==> src/rtl/keccak_pkg.sv <==
// Shared Keccak constants, lane extraction helper and squeeze FSM encoding.
package keccak_pkg;

    localparam int LANE_W    = 64;
    localparam int NUM_LANES = 25;
    localparam int STATE_W   = 1600;

    typedef enum logic [1:0] {
        IDLE      = 2'd0,
        EMIT      = 2'd1,
        WAIT_PERM = 2'd2
    } squeeze_state_t;

    // Lane k (k = x + 5y) sits at the top of the string for k = 0.
    function automatic logic [LANE_W-1:0] lane_of(input logic [STATE_W-1:0] state, input int k);
        return state[STATE_W-1-LANE_W*k -: LANE_W];
    endfunction

endpackage

==> src/rtl/keccak_squeeze_if.sv <==
// State-in / lane-out bundle between the round core, the squeezer and the digest sink.
interface keccak_squeeze_if;
    import keccak_pkg::*;

    logic [STATE_W-1:0] state_in;
    logic               state_valid;
    logic               state_ready;
    logic               perm_req;
    logic [LANE_W-1:0]  out_data;
    logic               out_valid;
    logic               out_ready;
    logic               out_last;
    logic               busy;

    // Driver side: supplies states and consumes lanes.
    modport master (
        output state_in, state_valid, out_ready,
        input  state_ready, perm_req, out_data, out_valid, out_last, busy
    );

    // Squeezer side.
    modport slave (
        input  state_in, state_valid, out_ready,
        output state_ready, perm_req, out_data, out_valid, out_last, busy
    );

endinterface

==> src/rtl/keccak_squeeze.sv <==
// Captures the rate part of a permuted Keccak state and streams it lane by
// lane, requesting further permutations until OUT_LANES lanes are delivered.
module keccak_squeeze
    import keccak_pkg::*;
#(
    parameter int RATE_LANES = 17,
    parameter int OUT_LANES  = 4,
    parameter int CNT_W      = 16
) (
    input  logic            clk,
    input  logic            rst,
    keccak_squeeze_if.slave bus
);

    localparam int IDX_W = (RATE_LANES > 1) ? $clog2(RATE_LANES) : 1;
    localparam logic [IDX_W-1:0] LAST_IDX = IDX_W'(RATE_LANES - 1);
    localparam logic [CNT_W-1:0] LAST_CNT = CNT_W'(OUT_LANES - 1);

    squeeze_state_t     r_state;
    logic [IDX_W-1:0]   r_lane_idx;
    logic [CNT_W-1:0]   r_total;
    logic [LANE_W-1:0]  r_buf [RATE_LANES];
    logic [LANE_W-1:0]  r_out_data;
    logic               r_out_valid;
    logic               r_out_last;
    logic               r_perm_req;

    logic               w_accept;
    logic               w_xfer;
    logic [IDX_W-1:0]   w_next_idx;
    logic [CNT_W-1:0]   w_next_total;

    // A state is taken whenever the block is not emitting.
    assign w_accept     = bus.state_valid && bus.state_ready;
    assign w_xfer       = r_out_valid && bus.out_ready;
    assign w_next_idx   = r_lane_idx + IDX_W'(1);
    assign w_next_total = r_total + CNT_W'(1);

    assign bus.state_ready = (r_state != EMIT);
    assign bus.busy        = (r_state != IDLE);
    assign bus.perm_req    = r_perm_req;
    assign bus.out_data    = r_out_data;
    assign bus.out_valid   = r_out_valid;
    assign bus.out_last    = r_out_last;

    // Rate lanes only; capacity lanes are never stored.
    always_ff @(posedge clk) begin
        if (w_accept) begin
            for (int k = 0; k < RATE_LANES; k++) begin
                r_buf[k] <= lane_of(bus.state_in, k);
            end
        end
    end

    // Squeeze FSM with registered stream outputs.
    always_ff @(posedge clk) begin
        if (rst) begin
            r_state     <= IDLE;
            r_lane_idx  <= '0;
            r_total     <= '0;
            r_out_data  <= '0;
            r_out_valid <= 1'b0;
            r_out_last  <= 1'b0;
            r_perm_req  <= 1'b0;
        end else begin
            r_perm_req <= 1'b0;
            case (r_state)
                IDLE, WAIT_PERM: begin
                    if (bus.state_valid) begin
                        r_state     <= EMIT;
                        r_lane_idx  <= '0;
                        r_out_data  <= lane_of(bus.state_in, 0);
                        r_out_valid <= 1'b1;
                        // A fresh squeeze restarts the count; a re-permuted
                        // block continues where the previous one stopped.
                        if (r_state == IDLE) begin
                            r_total    <= '0;
                            r_out_last <= (OUT_LANES == 1);
                        end else begin
                            r_out_last <= (r_total == LAST_CNT);
                        end
                    end
                end
                EMIT: begin
                    if (w_xfer) begin
                        if (r_out_last) begin
                            r_state     <= IDLE;
                            r_out_valid <= 1'b0;
                            r_out_last  <= 1'b0;
                        end else if (r_lane_idx != LAST_IDX) begin
                            r_lane_idx <= w_next_idx;
                            r_total    <= w_next_total;
                            r_out_data <= r_buf[w_next_idx];
                            r_out_last <= (w_next_total == LAST_CNT);
                        end else begin
                            // Rate block exhausted before the digest is complete.
                            r_state     <= WAIT_PERM;
                            r_lane_idx  <= '0;
                            r_total     <= w_next_total;
                            r_out_valid <= 1'b0;
                            r_perm_req  <= 1'b1;
                        end
                    end
                end
                default: r_state <= IDLE;
            endcase
        end
    end

endmodule

==> src/flat_wrapper.sv <==
// flat-port wrapper written by rule: the top's interface ports become plain ports
module keccak_squeeze_flat import keccak_pkg::*;
#(
    parameter int RATE_LANES = 17,
    parameter int OUT_LANES  = 4,
    parameter int CNT_W      = 16
)
  (clk, rst, bus_state_in, bus_state_valid, bus_out_ready, bus_state_ready, bus_perm_req, bus_out_data, bus_out_valid, bus_out_last, bus_busy);
  keccak_squeeze_if bus_i ();
  input  logic clk;
  input  logic rst;
  input wire logic [$bits(bus_i.state_in)-1:0] bus_state_in;
  input wire logic [$bits(bus_i.state_valid)-1:0] bus_state_valid;
  input wire logic [$bits(bus_i.out_ready)-1:0] bus_out_ready;
  output wire logic [$bits(bus_i.state_ready)-1:0] bus_state_ready;
  output wire logic [$bits(bus_i.perm_req)-1:0] bus_perm_req;
  output wire logic [$bits(bus_i.out_data)-1:0] bus_out_data;
  output wire logic [$bits(bus_i.out_valid)-1:0] bus_out_valid;
  output wire logic [$bits(bus_i.out_last)-1:0] bus_out_last;
  output wire logic [$bits(bus_i.busy)-1:0] bus_busy;
  assign bus_i.state_in = bus_state_in;
  assign bus_i.state_valid = bus_state_valid;
  assign bus_i.out_ready = bus_out_ready;
  assign bus_state_ready = bus_i.state_ready;
  assign bus_perm_req = bus_i.perm_req;
  assign bus_out_data = bus_i.out_data;
  assign bus_out_valid = bus_i.out_valid;
  assign bus_out_last = bus_i.out_last;
  assign bus_busy = bus_i.busy;
  keccak_squeeze #(.RATE_LANES(RATE_LANES), .OUT_LANES(OUT_LANES), .CNT_W(CNT_W)) u_core (.clk(clk), .rst(rst), .bus(bus_i));
endmodule
==> config.mk <==
export PLATFORM = sky130hd
export DESIGN_NAME = keccak_squeeze_flat
export DESIGN_NICKNAME = d
export VERILOG_FILES = /design/src/rtl/keccak_pkg.sv /design/src/rtl/keccak_squeeze_if.sv /design/src/rtl/keccak_squeeze.sv /design/src/flat_wrapper.sv
export SDC_FILE = /design/constraint.sdc
export NUM_CORES = 1
export LEC_CHECK = 0
export CORE_AREA = 2 2 646 648
export CTS_BUF_LIST = sky130_fd_sc_hd__clkbuf_8
export DETAILED_ROUTE_END_ITERATION = 12
export DIE_AREA = 0 0 648 650
export PLACE_DENSITY = 0.36
export SYNTH_ARGS = -nofsm -noshare
export SYNTH_HDL_FRONTEND = slang
export SYNTH_SLANG_ARGS = --single-unit
==> constraint.sdc <==
create_clock -name clk -period 40.5 [get_ports clk]
set_clock_uncertainty 0.1 [all_clocks]
set_input_delay 8.1 -clock clk [delete_from_list [all_inputs] [get_ports clk]]
set_output_delay 8.1 -clock clk [all_outputs]
set_load 0.02 [all_outputs]
After elaboration in Yosys (flattened, before gate mapping)
Memory sizes are Yosys's and may differ from the RTL's.
Cells that the tools add are included.
Word-level totals
  register bits: 90
  bits in latches: 0
  bits in writable memories: 1088
  memory bits (read-only): 0
  output and inout port bits: 69
  logic and storage cells: 71
  memories kept: 1
Memory list
  u_core.r_buf: words 17, width 64, rd ports 1, clocked after Yosys merged registers in 0, wr ports 17, RTL line keccak_squeeze.sv:22  | logic [LANE_W-1:0] r_buf [RATE_LANES];
Cells by class
  add/sub/neg operators: 2
  $mul: 0
  div/mod/pow operators: 0
  order comparisons: 0
  equality and inequality tests: 12
  shifts and indexed selects: 0
  muxes and demuxes: 34
  bitwise gates (word level): 2
  reduce and logical (&&, ||, !) cells: 13
Operators with widths (count)
  two-way mux 64 bit: 4
  case mux 64 bit (2 select lines): 1
  two-way mux 16 bit: 4
  == test 16 x 2 -> 1 bit (second input constant): 2
  case mux 16 bit (2 select lines): 1
  two-way mux 5 bit: 4
  adder 16 x 1 -> 16 bit (second input constant): 1
  two-way mux 1 bit: 12
  case mux 5 bit (2 select lines): 1
  AND reduction 5 bit: 2
  two-way mux 2 bit: 4
  != test 2 x 1 -> 1 bit (second input constant): 4
  AND reduction 4 bit: 2
  AND reduction 3 bit: 2
  adder 5 x 1 -> 5 bit (second input constant): 1
  != test 5 bit (second input constant): 1
  != test 2 bit (second input constant): 2
  case mux 1 bit (2 select lines): 2
  case mux 2 bit (2 select lines): 1
  nonzero test 2 bit: 2
  OR reduction 4 bit: 1
  != test 3 x 2 -> 1 bit (second input constant): 1
  == test 2 x 1 -> 1 bit (second input constant): 1
  == test 2 bit (second input constant): 1
  other kinds (4): 6

Logic depth before layout (Yosys ltp)
  depth in word-level cells: 6
  mapped depth: 12
  mapped depth without buffers: 7

Worst setup path before layout
Ideal clock, no wire load.
  path type: input-to-reg
  from: input bus_state_valid
  to: memory u_core.r_buf[0][0] (enable)
  setup time: 1599 ps
  data arrival time: 32429 ps
  slack: 6372 ps
  stages on the path: 1
  buffers on the path: 0
  cell sequence: and2_1
RTL lines
  start: declaration: RTL line flat_wrapper.sv:13  | input wire logic [$bits(bus_i.state_valid)-1:0] bus_state_valid;
  end: declaration: RTL line keccak_squeeze.sv:22

==> impl_metrics.env <==
export IMPL_status="finished, final reports clean"
export IMPL_cts_root_buf="clkbuf_8"
export IMPL_first_iter_violations=2241
export IMPL_synthAdderAreaFrac=0.00109
export IMPL_grt_pass1_wl_um=313000
export IMPL_synth_main_ff_cell="edfxtp_1"
export IMPL_timing_rr_start="u_core.r_state[1]"
export IMPL_syn_avg_cell_area_sq_um=19.5
export IMPL_layout_common_cells="clkdlybuf4s50_1, edfxtp_1, mux4_2"
export IMPL_gp_congestion=0.772
export IMPL_io_pins=1673
export IMPL_drv_slew=0
export IMPL_crit_fanout=66
export IMPL_holdWs_ns=0.425
export IMPL_powerDensity_nw_per_um2=42.3
export IMPL_rsz0062_at_grt="no"
export IMPL_synth_top_cell_area_share=0.710
export IMPL_fp_dieH_um=650
export IMPL_viasPerCell=3.16
export IMPL_cts_hold_buf=0
export IMPL_max_stage_delay_ns=0.83
export IMPL_final_hold_violation_count=0
export IMPL_clk_pin_slew_worst_paths_ns=0.06
export IMPL_tns_ns=0
export IMPL_cts_resized_gates=0
export IMPL_final_antenna_net_count=0
export IMPL_worst_slew_pin_slew_ns=1.13
export IMPL_synth_edf_count=1088
export IMPL_die_w_um=648
export IMPL_ys_warn_count=0
export IMPL_routed_wl_um=244000
export IMPL_synth_cell_types=54
export IMPL_synth_top_family_by_area="multiplexers"
export IMPL_start_util=0.111
export IMPL_cts_buffers=233
export IMPL_dr_total_vias=29700
export IMPL_row_count=237
export IMPL_yosys_area_share_simple=0.0296
export IMPL_cts_setup_buffers=0
export IMPL_synth_largest_area_cell="edfxtp_1"
export IMPL_async_flop_share=0
export IMPL_leakagePower_nw=21.8
export IMPL_ys_seq_area_frac=0.750
export IMPL_crit_type="primary input to flop"
export IMPL_wl_per_cell_um=26.0
export IMPL_r2r_end="u_core.r_buf[7][17]"
export IMPL_grt_overflow=0
export IMPL_synth_nets=3972
export IMPL_cts_tree="done"
export IMPL_fin_crit_sh=0.348
export IMPL_cts_sinks=1178
export IMPL_syn_inst=2364
export IMPL_endpoint_kind="flop"
export IMPL_hp_class="flop to flop"
export IMPL_grt_start_max_net_pins=144
export IMPL_start_kind="primary input"
export IMPL_min_to="u_core.bus.out_data[53]"
export IMPL_period_minus_slack_ns=14.09
export IMPL_cp_required_ns=40.99
export IMPL_die_area_sq_um=421000
export IMPL_ir_drop_v=0.0000280
export IMPL_max_freq_mhz=71.0
export IMPL_synth_compound_area_frac=0.0725
export IMPL_area_growth_pct=50.3
export IMPL_dp_hpwl_um=186000
export IMPL_utilization=0.167
export IMPL_crit_path_cell_trace="clkdlybuf4s50_1, and2_4, buf_4, buf_4, buf_4, buf_4, buf_4, buf_4, buf_4"
export IMPL_yosys_register_bits=1178
export IMPL_clock_latency_ns=1.07
export IMPL_layout_commonest_cell="clkdlybuf4s50_1"
export IMPL_worstRegToRegCells=10
export IMPL_critPathSlowestCell="buf_4"
export IMPL_grt_antenna_before_repair=189
export IMPL_final_nets=5275
export IMPL_synthMuxAreaShare=0.126
export IMPL_path_common_cell="buf_4"
export IMPL_syn_cell_area_sq_um=46000
export IMPL_io_buffers=1160
export IMPL_hold_path_depth=2
export IMPL_maxCapViolCount=0
export IMPL_dr_pass1_iters=5
export IMPL_fill_cells=45300
export IMPL_final_layout_size_suffix_gt1_frac=0.167
export IMPL_grt_pass1_vias=31600
export IMPL_setup_viol=0
export IMPL_core_sq_um=415000
export IMPL_arrival_ns=14.58
export IMPL_relSlewSlack=0.244
export IMPL_grt_usage=0.112
export IMPL_synth_xor_area_frac=0.00114
export IMPL_drc=0
export IMPL_synth_area_leaders="edfxtp_1, mux4_2, dfxtp_1"
export IMPL_min_from="u_core.r_buf[16][53]"
export IMPL_htree_levels=4
export IMPL_reg2reg_slack_ns=33.32
export IMPL_clk_path_buf_depth=4
-- worst max-delay path by stage --
stage,from,endpoint,slack [ns],depth (start not counted)
after detailed placement,bus_state_valid,u_core.r_buf[4][17],25.16,9
after global placement,bus_state_valid,u_core.r_buf[4][17],25.29,9
after CTS,bus_state_valid,u_core.r_buf[7][17],26.37,9
after global routing,bus_state_valid,u_core.r_buf[7][17],25.95,9
final,bus_state_valid,u_core.r_buf[7][17],26.41,9
after floorplan,bus_state_valid,u_core.r_buf[0][0],6.37,1
-- kinds of logic after synthesis --
family                     count (synthesis)
DFF                                     1178
buffers and inverters                    237
adders and majority gates                  4
and+or+nand+nor                          228
xor gates and xnor gates                   6
AOI/OAI and AO/OA                        454
muxes                                    257
-- critical path: cells and delay by family --
kind	cells	cell delay [ns]
AND/OR/NAND/NOR	1	0.50
buffers and inverters	8	5.63
-- layout make-up --
cell class                 count  area, sq um  share of cell area
multi-input combinational    949        10700               0.154
timing repair buffer        1233        12200               0.176
inverter                      72          273             0.00395
antenna                       49          123             0.00177
clock inverter               174         1080              0.0156
sequential                  1178        34500               0.499
tap                         5497         6880              0.0995
clock buffer                 249         3430              0.0496
-- routing by layer --
| metal | up-vias | global-route usage | share of wire |
|---|---|---|---|
| li1 | 12500 | - | - |
| met1 | 15200 | 0.133 | 0.40 |
| met2 | 1347 | 0.193 | 0.49 |
| met3 | 484 | 0.0361 | 0.079 |
| met4 | 104 | 0.0268 | 0.024 |
| met5 | - | 0 | 0.0027 |
-- through the flow --
step	setup WS [ns]	instance area [sq um]	power [W]	std cells
after CTS	26.37	69000	0.00300	9352
final	26.41	69100	0.00292	9401
after global placement	25.29	64500	0.00174	8929
after global routing	25.95	69000	0.00305	9371
after detailed placement	25.16	64500	0.00174	8929
after floorplan	6.37	46000	0.00163	2364
-- flip-flops by register name, indices dropped and copies added, names as in the netlist --
name / flops
u_core.r_lane_idx: 5
u_core.r_state: 2
u_core.bus.out_data: 64
u_core.bus.perm_req: 1
u_core.bus.out_valid: 1
u_core.r_buf: 1088
u_core.bus.out_last: 1
u_core.r_total: 16
-- power breakdown --
group / total (W) / switching [W] / internal [W]
logic: 0.000265 / 0.000121 / 0.000143
registers: 0.00144 / 0.0000243 / 0.00142
clock network: 0.00121 / 0.000583 / 0.000632
-- Yosys cell counts, types with 4 or more instances --
library cell and count:
or3_1 4, and4_1 4, mux4_2 256, o41ai_1 65, nand4_1 8, buf_2 32
ha_1 4, a211oi_1 5, nor2b_1 68, nand3_1 10, edfxtp_1 1088, nor2_1 26
nor3_1 6, a21oi_1 87, a21boi_0 194, o221ai_1 64, nor4_1 4, dfxtp_1 90
o21ai_0 13, and3_1 65, nand2_1 13, inv_1 71, or4_1 4, a31oi_1 5
buf_1 14, clkbuf_1 118, xnor2_1 6
(Power assumes the default switching activity.)
==> variant 1: new RTL, same flow settings <==
`CNT_W` is set to 16 in 2 places; all go to 32.
--- a/src/rtl/keccak_squeeze.sv
+++ b/src/rtl/keccak_squeeze.sv
@@ -6,5 +6,5 @@
     parameter int RATE_LANES = 17,
     parameter int OUT_LANES  = 4,
-    parameter int CNT_W      = 16
+    parameter int CNT_W      = 32
 ) (
     input  logic            clk,
--- a/src/flat_wrapper.sv
+++ b/src/flat_wrapper.sv
@@ -4,5 +4,5 @@
     parameter int RATE_LANES = 17,
     parameter int OUT_LANES  = 4,
-    parameter int CNT_W      = 16
+    parameter int CNT_W      = 32
 )
   (clk, rst, bus_state_in, bus_state_valid, bus_out_ready, bus_state_ready, bus_perm_req, bus_out_data, bus_out_valid, bus_out_last, bus_busy);
Function: not settled (the Yosys comparison gave no result); the edit may change what the design does.
==> variant 1 against the original RTL <==
  * Worst hold slack worse by 70 ps
  * Power rose by 2.5%
  * Cell area up 0.63%
  * Sequential cell count grew 16
  * Synthesized area is 0.74% higher
  * Via count rose by 0.27%
  * Setup slack better by 1600 ps
  * Global-route usage decreased by 0.23 points
  * Routed wire length is 1.9% lower
  * Critical path type unchanged
  * Largest power group unchanged
  * Highest routed layer unchanged
==> variant 1: results (changes against the original RTL) <==
| Metric | Value |
|---|---|
| Final #Nets | 5,333 (was 5,275) |
| Routability Congestion | 0.822 (was 0.772) |
| Pin count of the biggest net entering global routing | 156 (was 144) |
| First-pass GRT wire length | 306,000 um (was 313,000 um) |
| Max Buffers Root-to-Sink | 4 (unchanged) |
| Largest vdd supply drop | 0.0000229 V (was 0.0000280 V) |
| Layout cells sized above 1 | 16.2% (was 16.7%) |
| Initial DRC Count | 2,090 (was 2,241) |
| Sequential area share after synthesis | 75.1% (was 75.0%) |
| Clk_lat worst skew | 1040 ps (was 1070 ps) |
| GRT Util Overall | 10.9% (was 11.2%) |
| Status | complete, no violations (unchanged) |
| Routed WL | 240,000 um (was 244,000 um) |
| LEAKAGE | 0.0215 uW (was 0.0218 uW) |
| DR vias/cell | 3.15 (was 3.16) |
| CP max FO | 150 (was 66) |
| Post-DP HPWL | 184,000 um (was 186,000 um) |
| Worst slew pin tran | 1140 ps (was 1130 ps) |
| YS warnings | 0 (unchanged) |
| WP data arrival | 13,030 ps (was 14,580 ps) |
| Most frequent cells after synthesis | 1,088 x edfxtp_1, 256 x mux4_2, 192 x a211oi_1 (was 1,088 x edfxtp_1, 256 x mux4_2, 194 x a21boi_0) |
| Number of buffers created by CTS | 240 (was 233) |
| Initial antenna violation count | 224 (was 189) |
| Ranking of synthesized cells by area | edfxtp_1 71%, mux4_2 12%, dfxtp_1 4.6% (was edfxtp_1 71%, mux4_2 13%, dfxtp_1 3.9%) |
| Max FFs per register | 1,088 (unchanged) |
| Fill cells | 45,192 (was 45,303) |
| Biggest register | u_core.r_buf (unchanged) |
| Syn_nets | 4,033 (was 3,972) |
| Cell variety after synth | 52 (was 54) |
[variant 1: layer usage]
| layer | up-vias | share of wire (%) | global-route usage (%) |
|---|---|---|---|
| met2 | 1422 | 48 | 18.4 |
| met4 | 110 | 2.6 | 2.84 |
| met3 | 536 | 8.1 | 3.43 |
| li1 | 12683 | - | - |
| met1 | 14989 | 41 | 13.4 |
| met5 | - | 0.30 | 0 |
[variant 1: cell type report]
class                      instances  area share, %
sequential                      1194           50.0
timing repair buffer            1224           17.5
multi-input combinational       1059           15.7
tap                             5497           9.89
clock buffer                     248           4.91
clock inverter                   195           1.83
antenna                           33          0.119
inverter                           6         0.0396
[variant 1: metrics by stage]
step	std cells	power (uW)	setup WS [ps]	instance area (sq um)
after floorplan	2425	1640	3570	46300
after global routing	9433	3130	27660	69500
after detailed placement	8980	1770	26780	64800
after global placement	8980	1770	26920	64800
final	9456	3000	27980	69500
after CTS	9423	3070	27960	69500
[variant 1: cells by family after synthesis]
| kind of cell | count (synthesis) | share of synthesized area (%) |
|---|---|---|
| buffers and inverters | 172 | 1.50 |
| and+or+nand+nor | 300 | 3.35 |
| adders and majority gates | 4 | 0.108 |
| DFF | 1194 | 75.1 |
| AOI/OAI and AO/OA | 412 | 5.67 |
| muxes | 320 | 13.8 |
| xor gates and xnor gates | 23 | 0.435 |
[variant 1: path summary, 6_finish.rpt]
kind	to	start	slack, ps	depth (start not counted)
max	u_core.r_buf[0][23]	bus_state_valid	27980	7
min	u_core.bus.out_data[54]	u_core.bus.out_data[54]	350	2
max reg2reg	u_core.bus.out_data[16]	u_core.r_lane_idx[0]	34320	12
min reg2reg	u_core.bus.out_data[54]	u_core.bus.out_data[54]	350	2
[variant 1: critical path, stage by stage]
cell and delay, ps:
clkdlybuf4s50_1 510, nor2b_4 370, buf_4 830, buf_4 510, buf_12 560, buf_4 900
buf_4 900
[variant 1: power breakdown]
part | internal, uW | switching (uW)
Combinational | 145 | 128
Sequential | 1440 | 26.9
Clock | 661 | 599
==> variant 2: new RTL, config.mk and constraints unchanged <==
Made on the original files. Reset style: asynchronous (`rst`), changed in one clocked block.
--- a/src/rtl/keccak_squeeze.sv
+++ b/src/rtl/keccak_squeeze.sv
@@ -54,5 +54,5 @@
 
     // Squeeze FSM with registered stream outputs.
-    always_ff @(posedge clk) begin
+    always_ff @(posedge clk or posedge rst) begin
         if (rst) begin
             r_state     <= IDLE;
Function: not settled (the Yosys comparison gave no result); the edit may change what the design does.
==> variant 2 against the original RTL <==
  * Global-route usage is 0.95 points lower
  * Synthesized area is 0.94% lower
  * Sequential cell count stayed put
  * Setup slack better by 1500 ps
  * Cell area is 0.71% lower
  * Routed wire length is 8.4% lower
  * Cell count is 1.3% lower
  * Critical endpoint is now u_core.r_buf[13][35]
Power is not compared: it rests on default switching activity, and its combinational part moved more than twofold at a synthesized area within 25%.
==> variant 2: results (changes against the original RTL) <==
| Metric | Value |
|---|---|
| Final #Nets | 5,168 (was 5,275) |
| YS warnings | 0 (unchanged) |
| Fill cells | 45,232 (was 45,303) |
| Met3 wire len | 21,800 um (was 19,200 um) |
| Fin Hold WS | 402 ps (was 425 ps) |
| Post CTS Setup Buffer Count | 0 (unchanged) |
| Syn_nets | 3,850 (was 3,972) |
| Met2 usage | 17.9% (was 19.3%) |
| Worst slew pin tran | 1110 ps (was 1130 ps) |
| Ranking of synthesized cells by area | edfxtp_1 72%, mux4_2 13%, dfrtp_1 4.9% (was edfxtp_1 71%, mux4_2 13%, dfxtp_1 3.9%) |
| Avg Inst Size Synth | 20.3 sq um (was 19.5 sq um) |
| CP Capture Point | u_core.r_buf[13][35] (was u_core.r_buf[7][17]) |
| First-pass DRT Iterations | 8 (was 5) |
| Reg2Reg Depth | 8 (was 10) |
| First-pass GRT wire length | 289,000 um (was 313,000 um) |
| Tot Pwr | 4170 uW |
| CP max FO | 69 (was 66) |
| Wire length per cell | 24.1 um (was 26.0 um) |
| Drt drc | 0 (unchanged) |
| Min-delay src | u_core.r_buf[16][55] (was u_core.r_buf[16][53]) |
| Sequential area share after synthesis | 76.7% (was 75.0%) |
| Layout cells sized above 1 | 18.2% (was 16.7%) |
| DR top layer | met5 (unchanged) |
| DR vias/cell | 3.03 (was 3.16) |
| GRT Util Overall | 10.2% (was 11.2%) |
| Status | complete, no violations (unchanged) |
| GRT met1 Usage | 11.3% (was 13.3%) |
| Max FFs per register | 1,088 (unchanged) |
| Routability Congestion | 0.755 (was 0.772) |
| Hold path endpoint | u_core.bus.out_data[55] (was u_core.bus.out_data[53]) |
| Clk pwr | 1240 uW |
| Clk root buf | clkbuf_8 (unchanged) |
| Initial DRC Count | 2,096 (was 2,241) |
| Worst r2r src | u_core.r_state[0] (was u_core.r_state[1]) |
| WHS Path Cells | 1 (was 2) |
| Number of buffers created by CTS | 234 (was 233) |
| M1 WL | 84,400 um (was 98,300 um) |
| Placed cell count | 8,821 (was 8,929) |
| Most frequent cells after synthesis | 1,088 x edfxtp_1, 256 x mux4_2, 149 x nor2_1 (was 1,088 x edfxtp_1, 256 x mux4_2, 194 x a21boi_0) |
| Cell variety after synth | 51 (was 54) |
| M3 GR Usage | 4.23% (was 3.61%) |
| Number of global-route vias before repair | 30,411 (was 31,593) |
| Post-DP HPWL | 170,000 um (was 186,000 um) |
| Placed inst area | 0.0640 sq mm (was 0.0645 sq mm) |
| Post-synth ARST share | 7.64% (was 0%) |
| WP data arrival | 13,060 ps (was 14,580 ps) |
| LEAKAGE | 0.0215 uW |
| Pin count of the biggest net entering global routing | 170 (was 144) |
| Clk_lat worst skew | 1070 ps (about the same) |
| R2R Setup Slk | 34,800 ps (was 33,320 ps) |
| Routed WL | 224,000 um (was 244,000 um) |
| Initial antenna violation count | 178 (was 189) |
| WL met2 | 111,000 um (was 120,000 um) |
## variant 2: cell count changes after synthesis, moves of 66 or more
cell      unedited run  this run
a21boi_0           194         1
a21oi_1             87         7
and2_1               3        69
dfrtp_1              0        90
dfxtp_1             90         0
nand2_1             13       145
nor2_1              26       149
nor2b_1             68         1
## variant 2: kinds of logic after synthesis
kind of cell | synth area share [%]
buffers and inverters | 1.39
xor gates and xnor gates | 0.135
adders and majority gates | 0.110
DFF | 76.7
AOI/OAI and AO/OA | 3.49
and+or+nand+nor | 4.10
muxes | 14.1
## variant 2: cell type report
type	count	share of cell area, %
clock inverter	189	1.89
tap	5497	10.0
antenna	29	0.106
sequential	1178	50.9
timing repair buffer	1213	17.6
inverter	10	0.0620
clock buffer	239	4.79
multi-input combinational	923	14.7
## variant 2: per-stage QoR
stage | setup WS (ps) | util [%]
2_1_floorplan | 6370 | -
3_3_place_gp | 26960 | 15.4
3_5_place_dp | 26820 | 15.4
4_1_cts | 28010 | 16.5
5_1_grt | 27700 | 16.5
6_report | 27930 | 16.5
